--- src/rtl/nn_infer_seq.sv ---
// nn_infer_seq: inference sequencer for the digit-classifier datapath.
// Collects a pixel frame from a valid/ready stream into a flat buffer,
// runs the two layer engines back-to-back via start/done pulses, then
// performs a streaming argmax over the logits and presents class, margin
// and frame-error status on a valid/ready result port.
module nn_infer_seq #(
    parameter int N_PIX        = 64,
    parameter int PIX_BITS     = 2,
    parameter int PIX_PER_BEAT = 4,
    parameter int N_CLASSES    = 10,
    parameter int LOGIT_W      = 6,
    localparam int CLS_W       = (N_CLASSES > 1) ? $clog2(N_CLASSES) : 1
) (
    input  logic                             clk,
    input  logic                             rst_n,
    input  logic                             s_valid,
    output logic                             s_ready,
    input  logic [PIX_PER_BEAT*PIX_BITS-1:0] s_data,
    input  logic                             s_last,
    input  logic                             abort,
    output logic [N_PIX*PIX_BITS-1:0]        pix_flat,
    output logic                             l1_start,
    output logic                             l2_start,
    input  logic                             l1_done,
    input  logic                             l2_done,
    output logic [CLS_W-1:0]                 logit_addr,
    input  logic signed [LOGIT_W-1:0]        logit_data,
    output logic                             res_valid,
    input  logic                             res_ready,
    output logic [CLS_W-1:0]                 res_class,
    output logic [LOGIT_W-1:0]               res_margin,
    output logic                             res_err,
    output logic                             busy
);

    localparam int BEATS  = N_PIX / PIX_PER_BEAT;
    localparam int BEAT_W = (BEATS > 1) ? $clog2(BEATS) : 1;

    localparam logic [2:0] ST_LOAD   = 3'd0;
    localparam logic [2:0] ST_L1     = 3'd1;
    localparam logic [2:0] ST_L2     = 3'd2;
    localparam logic [2:0] ST_ARG    = 3'd3;
    localparam logic [2:0] ST_RESULT = 3'd4;

    localparam logic [BEAT_W-1:0]         LAST_BEAT = BEAT_W'(BEATS - 1);
    localparam logic [CLS_W-1:0]          LAST_IDX  = CLS_W'(N_CLASSES - 1);
    localparam logic signed [LOGIT_W-1:0] LOGIT_MIN = {1'b1, {(LOGIT_W-1){1'b0}}};

    // best - second is never negative and at most 2^LOGIT_W-1, so the low
    // LOGIT_W bits of the sign-extended difference are the exact margin.
    function automatic logic [LOGIT_W-1:0] margin_f(
        input logic signed [LOGIT_W-1:0] hi,
        input logic signed [LOGIT_W-1:0] lo
    );
        logic [LOGIT_W:0] diff;
        diff = {hi[LOGIT_W-1], hi} - {lo[LOGIT_W-1], lo};
        return diff[LOGIT_W-1:0];
    endfunction

    logic [2:0]                  state_q, state_d;
    logic [BEAT_W-1:0]           beat_q, beat_d;
    logic                        err_q, err_d;
    logic                        l1_start_q, l1_start_d;
    logic                        l2_start_q, l2_start_d;
    logic [CLS_W-1:0]            idx_q, idx_d;
    logic signed [LOGIT_W-1:0]   best_q, best_d;
    logic signed [LOGIT_W-1:0]   second_q, second_d;
    logic [CLS_W-1:0]            cls_q, cls_d;
    logic                        res_valid_q, res_valid_d;
    logic [CLS_W-1:0]            res_class_q, res_class_d;
    logic [LOGIT_W-1:0]          res_margin_q, res_margin_d;
    logic                        res_err_q, res_err_d;

    logic signed [LOGIT_W-1:0]   arg_best_s;
    logic signed [LOGIT_W-1:0]   arg_second_s;
    logic [CLS_W-1:0]            arg_cls_s;
    logic                        pix_we_s;
    logic [PIX_BITS-1:0]         pix_q [N_PIX];

    assign s_ready    = (state_q == ST_LOAD);
    assign busy       = (state_q == ST_L1) || (state_q == ST_L2) || (state_q == ST_ARG);
    assign l1_start   = l1_start_q;
    assign l2_start   = l2_start_q;
    assign logit_addr = idx_q;
    assign res_valid  = res_valid_q;
    assign res_class  = res_class_q;
    assign res_margin = res_margin_q;
    assign res_err    = res_err_q;

    // An abort cycle never writes the buffer, even if a beat is offered.
    assign pix_we_s = (state_q == ST_LOAD) && s_valid && !abort;

    // Pixel buffer: each pixel owns a register loaded from its lane on its beat.
    for (genvar k = 0; k < N_PIX; k++) begin : g_pix
        localparam int                 LANE = k % PIX_PER_BEAT;
        localparam logic [BEAT_W-1:0]  KB   = BEAT_W'(k / PIX_PER_BEAT);

        // Capture this pixel when its beat is accepted.
        always_ff @(posedge clk or negedge rst_n) begin
            if (!rst_n) begin
                pix_q[k] <= {PIX_BITS{1'b0}};
            end else if (pix_we_s && (beat_q == KB)) begin
                pix_q[k] <= s_data[LANE*PIX_BITS +: PIX_BITS];
            end
        end

        assign pix_flat[k*PIX_BITS +: PIX_BITS] = pix_q[k];
    end

    // Streaming argmax step: fold the current logit into best/second.
    always_comb begin
        arg_best_s   = best_q;
        arg_second_s = second_q;
        arg_cls_s    = cls_q;
        if (idx_q == {CLS_W{1'b0}}) begin
            arg_best_s   = logit_data;
            arg_second_s = LOGIT_MIN;
            arg_cls_s    = {CLS_W{1'b0}};
        end else if (logit_data > best_q) begin
            arg_second_s = best_q;
            arg_best_s   = logit_data;
            arg_cls_s    = idx_q;
        end else if (logit_data > second_q) begin
            arg_second_s = logit_data;
        end else begin
            arg_second_s = second_q;
        end
    end

    // Sequencer next-state logic; abort overrides everything at the end.
    always_comb begin
        state_d      = state_q;
        beat_d       = beat_q;
        err_d        = err_q;
        l1_start_d   = 1'b0;
        l2_start_d   = 1'b0;
        idx_d        = idx_q;
        best_d       = best_q;
        second_d     = second_q;
        cls_d        = cls_q;
        res_valid_d  = res_valid_q;
        res_class_d  = res_class_q;
        res_margin_d = res_margin_q;
        res_err_d    = res_err_q;

        case (state_q)
            ST_LOAD: begin
                if (s_valid) begin
                    if (beat_q == LAST_BEAT) begin
                        // Full frame: process it even if s_last was missing.
                        state_d    = ST_L1;
                        l1_start_d = 1'b1;
                        beat_d     = {BEAT_W{1'b0}};
                        err_d      = err_q | !s_last;
                    end else if (s_last) begin
                        // Short frame: drop it and remember the error.
                        beat_d = {BEAT_W{1'b0}};
                        err_d  = 1'b1;
                    end else begin
                        beat_d = beat_q + BEAT_W'(1);
                    end
                end else begin
                    beat_d = beat_q;
                end
            end
            ST_L1: begin
                if (l1_done) begin
                    state_d    = ST_L2;
                    l2_start_d = 1'b1;
                end else begin
                    state_d = ST_L1;
                end
            end
            ST_L2: begin
                if (l2_done) begin
                    state_d = ST_ARG;
                    idx_d   = {CLS_W{1'b0}};
                end else begin
                    state_d = ST_L2;
                end
            end
            ST_ARG: begin
                best_d   = arg_best_s;
                second_d = arg_second_s;
                cls_d    = arg_cls_s;
                if (idx_q == LAST_IDX) begin
                    state_d      = ST_RESULT;
                    idx_d        = {CLS_W{1'b0}};
                    res_valid_d  = 1'b1;
                    res_class_d  = arg_cls_s;
                    res_margin_d = margin_f(arg_best_s, arg_second_s);
                    res_err_d    = err_q;
                    err_d        = 1'b0;
                end else begin
                    idx_d = idx_q + CLS_W'(1);
                end
            end
            ST_RESULT: begin
                if (res_ready) begin
                    state_d     = ST_LOAD;
                    res_valid_d = 1'b0;
                end else begin
                    state_d = ST_RESULT;
                end
            end
            default: begin
                state_d     = ST_LOAD;
                res_valid_d = 1'b0;
            end
        endcase

        if (abort) begin
            state_d     = ST_LOAD;
            beat_d      = {BEAT_W{1'b0}};
            err_d       = 1'b0;
            res_valid_d = 1'b0;
            l1_start_d  = 1'b0;
            l2_start_d  = 1'b0;
            idx_d       = {CLS_W{1'b0}};
        end else begin
            state_d = state_d;
        end
    end

    // Sequencer state registers.
    always_ff @(posedge clk or negedge rst_n) begin
        if (!rst_n) begin
            state_q      <= ST_LOAD;
            beat_q       <= {BEAT_W{1'b0}};
            err_q        <= 1'b0;
            l1_start_q   <= 1'b0;
            l2_start_q   <= 1'b0;
            idx_q        <= {CLS_W{1'b0}};
            best_q       <= {LOGIT_W{1'b0}};
            second_q     <= {LOGIT_W{1'b0}};
            cls_q        <= {CLS_W{1'b0}};
            res_valid_q  <= 1'b0;
            res_class_q  <= {CLS_W{1'b0}};
            res_margin_q <= {LOGIT_W{1'b0}};
            res_err_q    <= 1'b0;
        end else begin
            state_q      <= state_d;
            beat_q       <= beat_d;
            err_q        <= err_d;
            l1_start_q   <= l1_start_d;
            l2_start_q   <= l2_start_d;
            idx_q        <= idx_d;
            best_q       <= best_d;
            second_q     <= second_d;
            cls_q        <= cls_d;
            res_valid_q  <= res_valid_d;
            res_class_q  <= res_class_d;
            res_margin_q <= res_margin_d;
            res_err_q    <= res_err_d;
        end
    end

endmodule

--- config.mk ---
export PLATFORM = sky130hd
export DESIGN_NAME = nn_infer_seq
export DESIGN_NICKNAME = d
export VERILOG_FILES = /design/src/rtl/nn_infer_seq.sv
export SDC_FILE = /design/constraint.sdc
export NUM_CORES = 1
export LEC_CHECK = 0
export BUFFER_PORTS_ARGS = -buffer_cell sky130_fd_sc_hd__buf_2
export CAP_MARGIN = 10
export CORE_AREA = 2 2 126 128
export CTS_BUF_LIST = sky130_fd_sc_hd__clkbuf_4 sky130_fd_sc_hd__clkbuf_8
export DETAILED_ROUTE_END_ITERATION = 8
export DIE_AREA = 0 0 128 130
export PLACE_DENSITY = 0.86
export SLEW_MARGIN = 0
export SYNTH_ARGS = -nofsm -noshare
export SYNTH_HDL_FRONTEND = slang
export SYNTH_SLANG_ARGS = --single-unit
--- constraint.sdc ---
create_clock -name clk -period 3.3 [get_ports clk]
set_input_delay 0.66 -clock clk [delete_from_list [all_inputs] [get_ports clk]]
set_output_delay 0.66 -clock clk [all_outputs]
set_load 0.03 [all_outputs]
## Word level (Yosys, flattened, before mapping)

Cells that the tools add are included.

| word-level totals | value |
|---|---|
| register bits after elaboration | 170 |
| input port bits | 22 |
| output and inout port bits | 148 |
| logic and storage cells | 187 |

| operators by class | value |
|---|---|
| add/subtract/negate cells | 3 |
| magnitude comparators | 2 |
| eq/ne operators | 27 |
| multiplexer cells | 41 |
| bitwise gates (word level) | 1 |
| reductions and logical operators | 36 |

Operators with widths:

| kind | count |
|---|---|
| 4-bit 2-to-1 mux | 10 |
| 4-bit == test (second input constant) | 9 |
| 6-bit 2-to-1 mux | 5 |
| 1-bit logical AND | 18 |
| 4-bit by 3-bit == test with 1-bit output (second input constant) | 4 |
| 1-bit 2-to-1 mux | 16 |
| 3-bit 2-to-1 mux | 5 |
| 3-bit case mux with 5 select lines | 1 |
| 6-bit greater-than comparator | 2 |
| 4-bit by 1-bit adder with 4-bit output (second input constant) | 2 |
| 4-bit by 2-bit == test with 1-bit output (second input constant) | 2 |
| 4-bit zero test | 2 |
| 4-bit case mux with 2 select lines | 1 |
| 3-bit by 2-bit == test with 1-bit output (second input constant) | 2 |
| 3-bit by 2-bit inequality test with 1-bit output (second input constant) | 2 |
| 3-bit inequality test (second input constant) | 2 |
| 2-bit AND reduction | 3 |
| 3-bit AND reduction | 2 |
| 3-bit nonzero test | 2 |
| 6-bit subtractor | 1 |
| 4-bit by 1-bit == test with 1-bit output (second input constant) | 1 |
| 4-bit by 1-bit inequality test with 1-bit output (second input constant) | 1 |
| 4-bit AND reduction | 1 |
| 2-bit nonzero test | 2 |
| 12 further kinds | 14 |

## Logic depth before layout (Yosys ltp)

Gate-level depths: netlist (run 1).

| depth | value |
|---|---|
| depth after elaboration | 6 |
| gate-level depth with buffers | 18 |

## Least setup slack after synthesis (run 1)

No wires, ideal clock.

| timing | value |
|---|---|
| path kind | input to register |
| start point | input port logit_data[5] |
| end point | register res_margin_q[5] (netlist: res_margin[5]) |
| arrival time | 3322 ps |
| required time | 3231 ps |
| slack | -91 ps |
| stages on the path | 15 |
| buffers on the path | 1 |
| cells stage by stage | ha_1 nand4_1 o21bai_4 a31o_2 nand2_1 clkbuf_1 o21ai_0 ha_1 o21ai_0 a21oi_1 o21ai_0 nand2b_1 and3_4 or4_1 nand3_1 |

| on the way | value |
|---|---|
| elaborated cells between the ends (all ways) | 8 |

RTL lines:

| element | RTL line | source |
|---|---|---|
| start, declared | 27 | `input logic signed [LOGIT_W-1:0] logit_data,` |
| 6-bit greater-than comparator | 119 | `end else if (logit_data > best_q) begin` |
| 6-bit 2-to-1 mux | 119 |  |
| 6-bit 2-to-1 mux | 115 | `if (idx_q == {CLS_W{1'b0}}) begin` |
| via arg_best_s[2] | 74 | `logic signed [LOGIT_W-1:0] arg_best_s;` |
| 6-bit subtractor | 56 | `diff = {hi[LOGIT_W-1], hi} - {lo[LOGIT_W-1], lo};` |
| end signal, assigned | 239 | `res_margin_q <= {LOGIT_W{1'b0}};` |
| end signal, assigned | 253 | `res_margin_q <= res_margin_d;` |
| end, declared | 71 | `logic [LOGIT_W-1:0] res_margin_q, res_margin_d;` |

The timed path passes the listed nets, and every way through them passes these cells.
A chain may end at the register's enable or synchronous reset.

## Final worst setup path (run 1)

| timing | value |
|---|---|
| start point | register best_q[2] |
| end point | register res_margin_q[5] (netlist: res_margin[5]) |

| on the way | value |
|---|---|
| cells in the longest elaborated chain, start to end | 4 |
| elaborated cells between the ends (all ways) | 6 |

Ends and longest elaborated chain:

| element | RTL line | source |
|---|---|---|
| start, declared | 66 | `logic signed [LOGIT_W-1:0] best_q, best_d;` |
| start signal, assigned | 234 | `best_q <= {LOGIT_W{1'b0}};` |
| start signal, assigned | 248 | `best_q <= best_d;` |
| 6-bit greater-than comparator | 119 |  |
| 6-bit 2-to-1 mux | 119 |  |
| 6-bit 2-to-1 mux | 115 |  |
| 6-bit subtractor (*) | 56 |  |

Every way passes the cells marked *; elsewhere a longest branch is shown, timed or not.

==> results of run 1 <==
## flip-flops by register name, summed over array words and instances, names as in the netlist
name        flops
l1_start        1
res_class       4
state_q         3
cls_q           4
res_err         1
second_q        6
pix_flat      128
logit_addr      4
err_q           1
beat_q          4
res_margin      6
res_valid       1
l2_start        1
best_q          6
## critical path, cell delays in order (launching register included)
cell	delay, ns
dfrtp_1	0.40
inv_1	0.09
ha_1	0.27
nand4_1	0.15
o21bai_4	0.22
a31o_2	0.29
buf_4	0.17
o211ai_1	0.07
o211ai_1	0.13
ha_1	0.36
o21ai_2	0.11
a21oi_4	0.05
o21ai_2	0.11
nand2b_1	0.09
and3_4	0.16
or4_4	0.47
nand3_2	0.08
## metal layers
metal	wire, microns	vias up
met2	9560	179
met3	829	22
li1	-	2537
met5	0	-
met1	7670	2766
met4	286	0
## kinds of logic after synthesis
| kind of cell | after synthesis | share of synthesized area (%) |
|---|---|---|
| simple gates | 150 | 9.61 |
| xor+xnor | 2 | 0.234 |
| compound gates | 80 | 7.02 |
| fa+ha+maj | 25 | 4.28 |
| mux | 130 | 19.5 |
| flops | 170 | 56.8 |
| buf+inv | 50 | 2.61 |
## cell usage after synthesis, types with 4 or more instances
| cell | instances | area share (%) |
|---|---|---|
| clkbuf_1 | 15 | 0.75 |
| mux2_2 | 124 | 19 |
| a21oi_1 | 13 | 0.87 |
| mux2i_1 | 5 | 0.67 |
| o211ai_1 | 7 | 0.70 |
| nand2_1 | 67 | 3.4 |
| nor2b_1 | 4 | 0.33 |
| dfrtp_1 | 170 | 57 |
| nor2_2 | 4 | 0.33 |
| nand3_1 | 9 | 0.60 |
| nor2_1 | 26 | 1.3 |
| nand2_2 | 8 | 0.67 |
| nor3_1 | 8 | 0.53 |
| inv_1 | 27 | 1.4 |
| o22ai_1 | 4 | 0.33 |
| nand2b_1 | 4 | 0.33 |
| ha_1 | 24 | 4.0 |
| buf_2 | 6 | 0.40 |
| o21ai_0 | 28 | 1.9 |
## report_power, final
group | internal [uW] | total, uW | switching, uW
clock | 573 | 1400 | 825
combinational | 628 | 1450 | 822
sequential | 2240 | 2360 | 119
total | 3440 | 5210 | 1770
## per-stage QoR
step                      setup slack [ns]  instances  hold slack (ns)  area [sq um]  util [%]
final                               0.0130       1019            0.253          9370      60.7
after global routing                -0.135       1019            0.310          9370      60.7
after floorplan                   0.000798        607            0.364          7510         -
after detailed placement            -0.287        980            0.458          8770      56.9
after global placement              -0.179        980            0.456          8770      56.9
after CTS                          0.00708       1011            0.274          9150      59.3
## how the worst max path moves through the flow
stage / from / depth (start not counted) / endpoint / slack (ns)
after floorplan: logit_data[5] / 16 / res_margin[5]$_DFFE_PN0P_ / 0.0008
after global placement: logit_data[5] / 16 / res_margin[5]$_DFFE_PN0P_ / -0.18
after detailed placement: logit_data[4] / 18 / res_margin[4]$_DFFE_PN0P_ / -0.29
after CTS: best_q[5]$_DFFE_PN0P_ / 16 / res_margin[5]$_DFFE_PN0P_ / 0.007
after global routing: best_q[4]$_DFFE_PN0P_ / 17 / res_margin[5]$_DFFE_PN0P_ / -0.14
final: best_q[2]$_DFFE_PN0P_ / 16 / res_margin[5]$_DFFE_PN0P_ / 0.01
## area by class of cell
class / count / area, sq um
fill: 1183 / 6060
sequential: 170 / 4250
multi-input combinational: 387 / 3210
timing repair buffer: 211 / 1180
clock buffer: 18 / 248
tap: 192 / 240
clock inverter: 13 / 130
inverter: 28 / 105
## placed cells by master, fill, tap and decap left out, drive strengths merged, types with 3 or more instances in the layout
cell,instances
o22ai,4
o21ai,30
mux2,125
and3,3
ha,24
nor3b,4
a21oi,13
a22o,3
dfrtp,170
nand4,3
o211ai,7
a21o,4
inv,34
buf,211
clkinvlp,3
a31oi,4
nor2,30
nor3,9
clkinv,4
nand2,75
nor2b,4
o31ai,3
nand2b,4
mux2i,5
nand3,9
clkbuf,18
## what timing repair did
action                                  in CTS  in global routing
gates resized for setup                      0                 32
setup buffers                                0                  7
endpoints found under the setup margin       0                  3
endpoints found under the hold margin        0                  0
==> impl_metrics.env, run 1 <==
export IMPL_p_total_uw=5210
export IMPL_dieArea_sq_um=16600
export IMPL_layout_drive_gt1_share_pct=50.2
export IMPL_syn_cell_area_sq_um=7490
export IMPL_use_met3_pct=4.84
export IMPL_synth_seq_cells=170
export IMPL_slew_viol_final=0
export IMPL_synthArstFlopShare_pct=100
export IMPL_finalHoldViolations=0
export IMPL_grtUsageMet2_pct=37.8
export IMPL_clk_pin_slew_ns=0.09
export IMPL_initial_core_util_pct=48.6
export IMPL_powerDensity_nw_per_um2=556
export IMPL_syn2layout_area_growth_pct=25.0
export IMPL_synth_flop_cell="dfrtp_1"
export IMPL_grt_use_met1_pct=26.2
export IMPL_drc=0
export IMPL_routed_wl_microns=18300
export IMPL_status="complete, no violations"
export IMPL_yosys_warnings=0
export IMPL_rr_endpoint="res_margin[5]$_DFFE_PN0P_"
export IMPL_vias=5504
export IMPL_core_rowCount=46
export IMPL_clk_latency_ns=0.47
export IMPL_dr_pass1_iters=4
export IMPL_die_width_microns=128
export IMPL_ant_nets=0
export IMPL_worstPathMaxFanout=5
export IMPL_reg2regPathDepth=16
export IMPL_dieHeight_microns=130
export IMPL_cts_sinks=170
export IMPL_ys_seq_area_share_pct=56.8
export IMPL_end_kind="register"
export IMPL_tns_ns=0
export IMPL_grt_pass1_vias=5202
export IMPL_worstSetupPathType="reg -> reg"
export IMPL_dp_hpwl_microns=13000
export IMPL_rsz0062_at_grt="yes"
export IMPL_syn_avg_cell_area_sq_um=12.3
export IMPL_cts_max_path_buffers=2
export IMPL_cts_root_buffer="clkbuf_8"
export IMPL_cts_hold_buffers=0
export IMPL_top_usage_layer="met2"
export IMPL_antenna_cells=0
export IMPL_grt_pass1_wl_microns=27300
export IMPL_worst_pin_slew_ns=0.856
export IMPL_cts_buffers=17
export IMPL_ios=170
export IMPL_required_ns=3.70
export IMPL_place_gp_congestion=0.894
export IMPL_grt_max_degree=95
export IMPL_cp_start_kind="register"
export IMPL_fin_nets=862
export IMPL_fin_worst_skew_ns=0.0224
export IMPL_vdd_drop_max_mv=0.418
export IMPL_finalCriticalPeriod_ns=3.29
export IMPL_setup_viol=0
export IMPL_reg2reg_from="best_q[2]$_DFFE_PN0P_"
export IMPL_antenna_found_initial=0
export IMPL_grt_usage_pct=21.5
export IMPL_h_tree_depth=4
export IMPL_maxCapViolCount=0
export IMPL_coreArea_sq_um=15400
export IMPL_synth_edf_count=0
export IMPL_relSlewSlack_pct=42.9
export IMPL_grt_remaining_overflow=0
export IMPL_ys_types=56
export IMPL_io_buffer_count=169
export IMPL_period_share_pct=99.6
export IMPL_drtIter0Drc=272
export IMPL_synthCells=607
export IMPL_cts_tree="built"
export IMPL_hold_path_class="in -> async"
export IMPL_p_leak_uw=0.00509
export IMPL_fmax_ghz=0.304
export IMPL_cp_data_arrival_time_ns=3.68
export IMPL_avgRoutedWirePerCell_microns=18.0
export IMPL_synth_fp_nets=654
export IMPL_reg2reg_slack_ns=0.01
export IMPL_routed_via_density=5.40
No activity file was read; power rests on OpenSTA's default activity.
==> run 2: changes to the inputs <==
PLACE_DENSITY = 0.76   (was 0.86)
==> run 2 against run 1 <==
Wire length decreased by 4.0%; clock-buffer cell count grew 2; clock power up 17%; worst hold slack got worse by 0.084 ns; critical path type unchanged; total power is 2.8% higher; flip-flop and latch count stayed put; global-route usage down 0.15 points; sequential power about the same; clock skew decreased by 0.0054 ns; via count shrank 1.3%.
==> impl_metrics.env, run 2 (synthesis gave the netlist of run 1 again) <==
export IMPL_h_tree_depth=4
export IMPL_layout_drive_gt1_share_pct=49.0
export IMPL_grt_pass1_vias=5160
export IMPL_fmax_ghz=0.312
export IMPL_period_share_pct=97.2
export IMPL_layout_commonest_cell="dfrtp_1"
export IMPL_initial_core_util_pct=48.6
export IMPL_routed_via_density=5.32
export IMPL_antenna_found_initial=1
export IMPL_die_width_microns=128
export IMPL_worst_pin_slew_ns=0.575
export IMPL_end_kind="register"
export IMPL_dieArea_sq_um=16600
export IMPL_cp_start_kind="register"
export IMPL_avgRoutedWirePerCell_microns=17.3
export IMPL_powerDensity_nw_per_um2=572
export IMPL_hold_path_class="in -> async"
export IMPL_setup_ws_ns=0.0909
export IMPL_pre_cts_ws_ns=-0.279
export IMPL_dieHeight_microns=130
export IMPL_p_leak_uw=0.00511
export IMPL_ant_nets=0
export IMPL_maxCapViolCount=0
export IMPL_io_buffer_count=169
export IMPL_grt_usage_pct=21.4
export IMPL_antenna_cells=0
export IMPL_routed_wl_microns=17600
export IMPL_rsz0062_at_grt="yes"
export IMPL_finalCriticalPeriod_ns=3.21
export IMPL_grt_remaining_overflow=0
export IMPL_drc=0
export IMPL_place_gp_congestion=0.896
export IMPL_worstSetupPathType="reg -> reg"
export IMPL_dr_pass1_iters=4
export IMPL_cts_tree="built"
export IMPL_cts_root_buffer="clkbuf_8"
export IMPL_vdd_drop_max_mv=0.369
export IMPL_dp_hpwl_microns=12700
export IMPL_cts_buffers=17
export IMPL_grt_pass1_wl_microns=27300
export IMPL_fin_worst_skew_ns=0.0170
export IMPL_status="complete, no violations"
export IMPL_largest_reg_flops=128
export IMPL_vias=5430
export IMPL_clk_latency_ns=0.45
export IMPL_cts_max_path_buffers=2
export IMPL_core_rowCount=46
export IMPL_fin_nets=862
export IMPL_postPlaceCellArea_sq_um=8780
export IMPL_n_fill_cell=1271
export IMPL_coreArea_sq_um=15400
export IMPL_finalHoldViolations=0
export IMPL_drtIter0Drc=256
export IMPL_worstPathMaxFanout=5
export IMPL_ios=170
export IMPL_postLayoutCellArea_sq_um=9370
export IMPL_setup_viol=0
export IMPL_slew_viol_final=0
export IMPL_required_ns=3.68
export IMPL_syn2layout_area_growth_pct=25.1
export IMPL_mostFrequentLayoutCells="170 x dfrtp_1, 168 x buf_2, 124 x mux2_2"
export IMPL_clk_pin_slew_ns=0.09
export IMPL_relSlewSlack_pct=61.6
export IMPL_cp_data_arrival_time_ns=3.59
export IMPL_grt_max_degree=79
export IMPL_tns_ns=0
export IMPL_cts_sinks=170
export IMPL_p_total_uw=5360
==> run 2: critical path, cell delays in order (launching register included) <==
cell and delay, ns:
dfrtp_1 0.38, inv_1 0.08, ha_1 0.29, nand4_1 0.11, o21bai_4 0.20, a31o_4 0.26, buf_4 0.15, o211ai_1 0.24
ha_1 0.31, o21ai_2 0.17, a21oi_2 0.05, o21ai_1 0.12, nand2b_1 0.08, and3_4 0.15, or4_1 0.46, nand3_1 0.09
==> run 2: through the flow <==
stage | hold WS [ns] | cells | utilization (%)
after floorplan | 0.364 | 607 | -
after global placement | 0.457 | 981 | 56.9
after detailed placement | 0.457 | 981 | 56.9
after CTS | 0.151 | 1013 | 59.9
after global routing | 0.169 | 1020 | 60.7
final | 0.168 | 1020 | 60.7
==> run 2: metal layers <==
metal / global-route usage [%] / vias up / share of wire, %
met3: 5.49 / 17 / 5.1
met5: 0 / - / 0.040
li1: - / 2546 / -
met4: 5.82 / 2 / 1.1
met2: 36.3 / 158 / 50
met1: 27.4 / 2707 / 44
==> run 2: path summary, 6_finish.rpt <==
kind                       cells past startpoint  slack [ns]                        end                       from
min reg2reg                                    2        0.47  pix_flat[127]$_DFFE_PN0P_  pix_flat[127]$_DFFE_PN0P_
max reg2reg                                   15        0.09  res_margin[5]$_DFFE_PN0P_      best_q[3]$_DFFE_PN0P_
min in group clk                               2        0.47  pix_flat[127]$_DFFE_PN0P_  pix_flat[127]$_DFFE_PN0P_
min                                            1        0.17   pix_flat[51]$_DFFE_PN0P_                      rst_n
max                                           15        0.09  res_margin[5]$_DFFE_PN0P_      best_q[3]$_DFFE_PN0P_
max in group asynchronous                      2        2.24  pix_flat[126]$_DFFE_PN0P_                      rst_n
==> run 2: repair_timing <==
item,4_1_cts,5_1_grt
resized for setup,0,17
hold buffers,0,0
setup endpoints to repair,0,2
setup buffers,0,7
==> run 2: layout make-up <==
| type | count | area (sq um) | share of cell area [%] |
|---|---|---|---|
| multi-input cells | 387 | 3130 | 33.4 |
| well taps | 192 | 240 | 2.56 |
| flip-flops and latches | 170 | 4250 | 45.4 |
| inverters | 28 | 105 | 1.12 |
| clock buffers | 20 | 269 | 2.87 |
| clock inverters | 12 | 188 | 2.00 |
| repair buffers | 211 | 1180 | 12.6 |
==> run 2: report_power, final <==
part           internal [uW]  switching, uW  total (uW)
logic                    594            766        1360
clock network            886            757        1640
registers               2240            111        2350
total                   3720           1630        5360
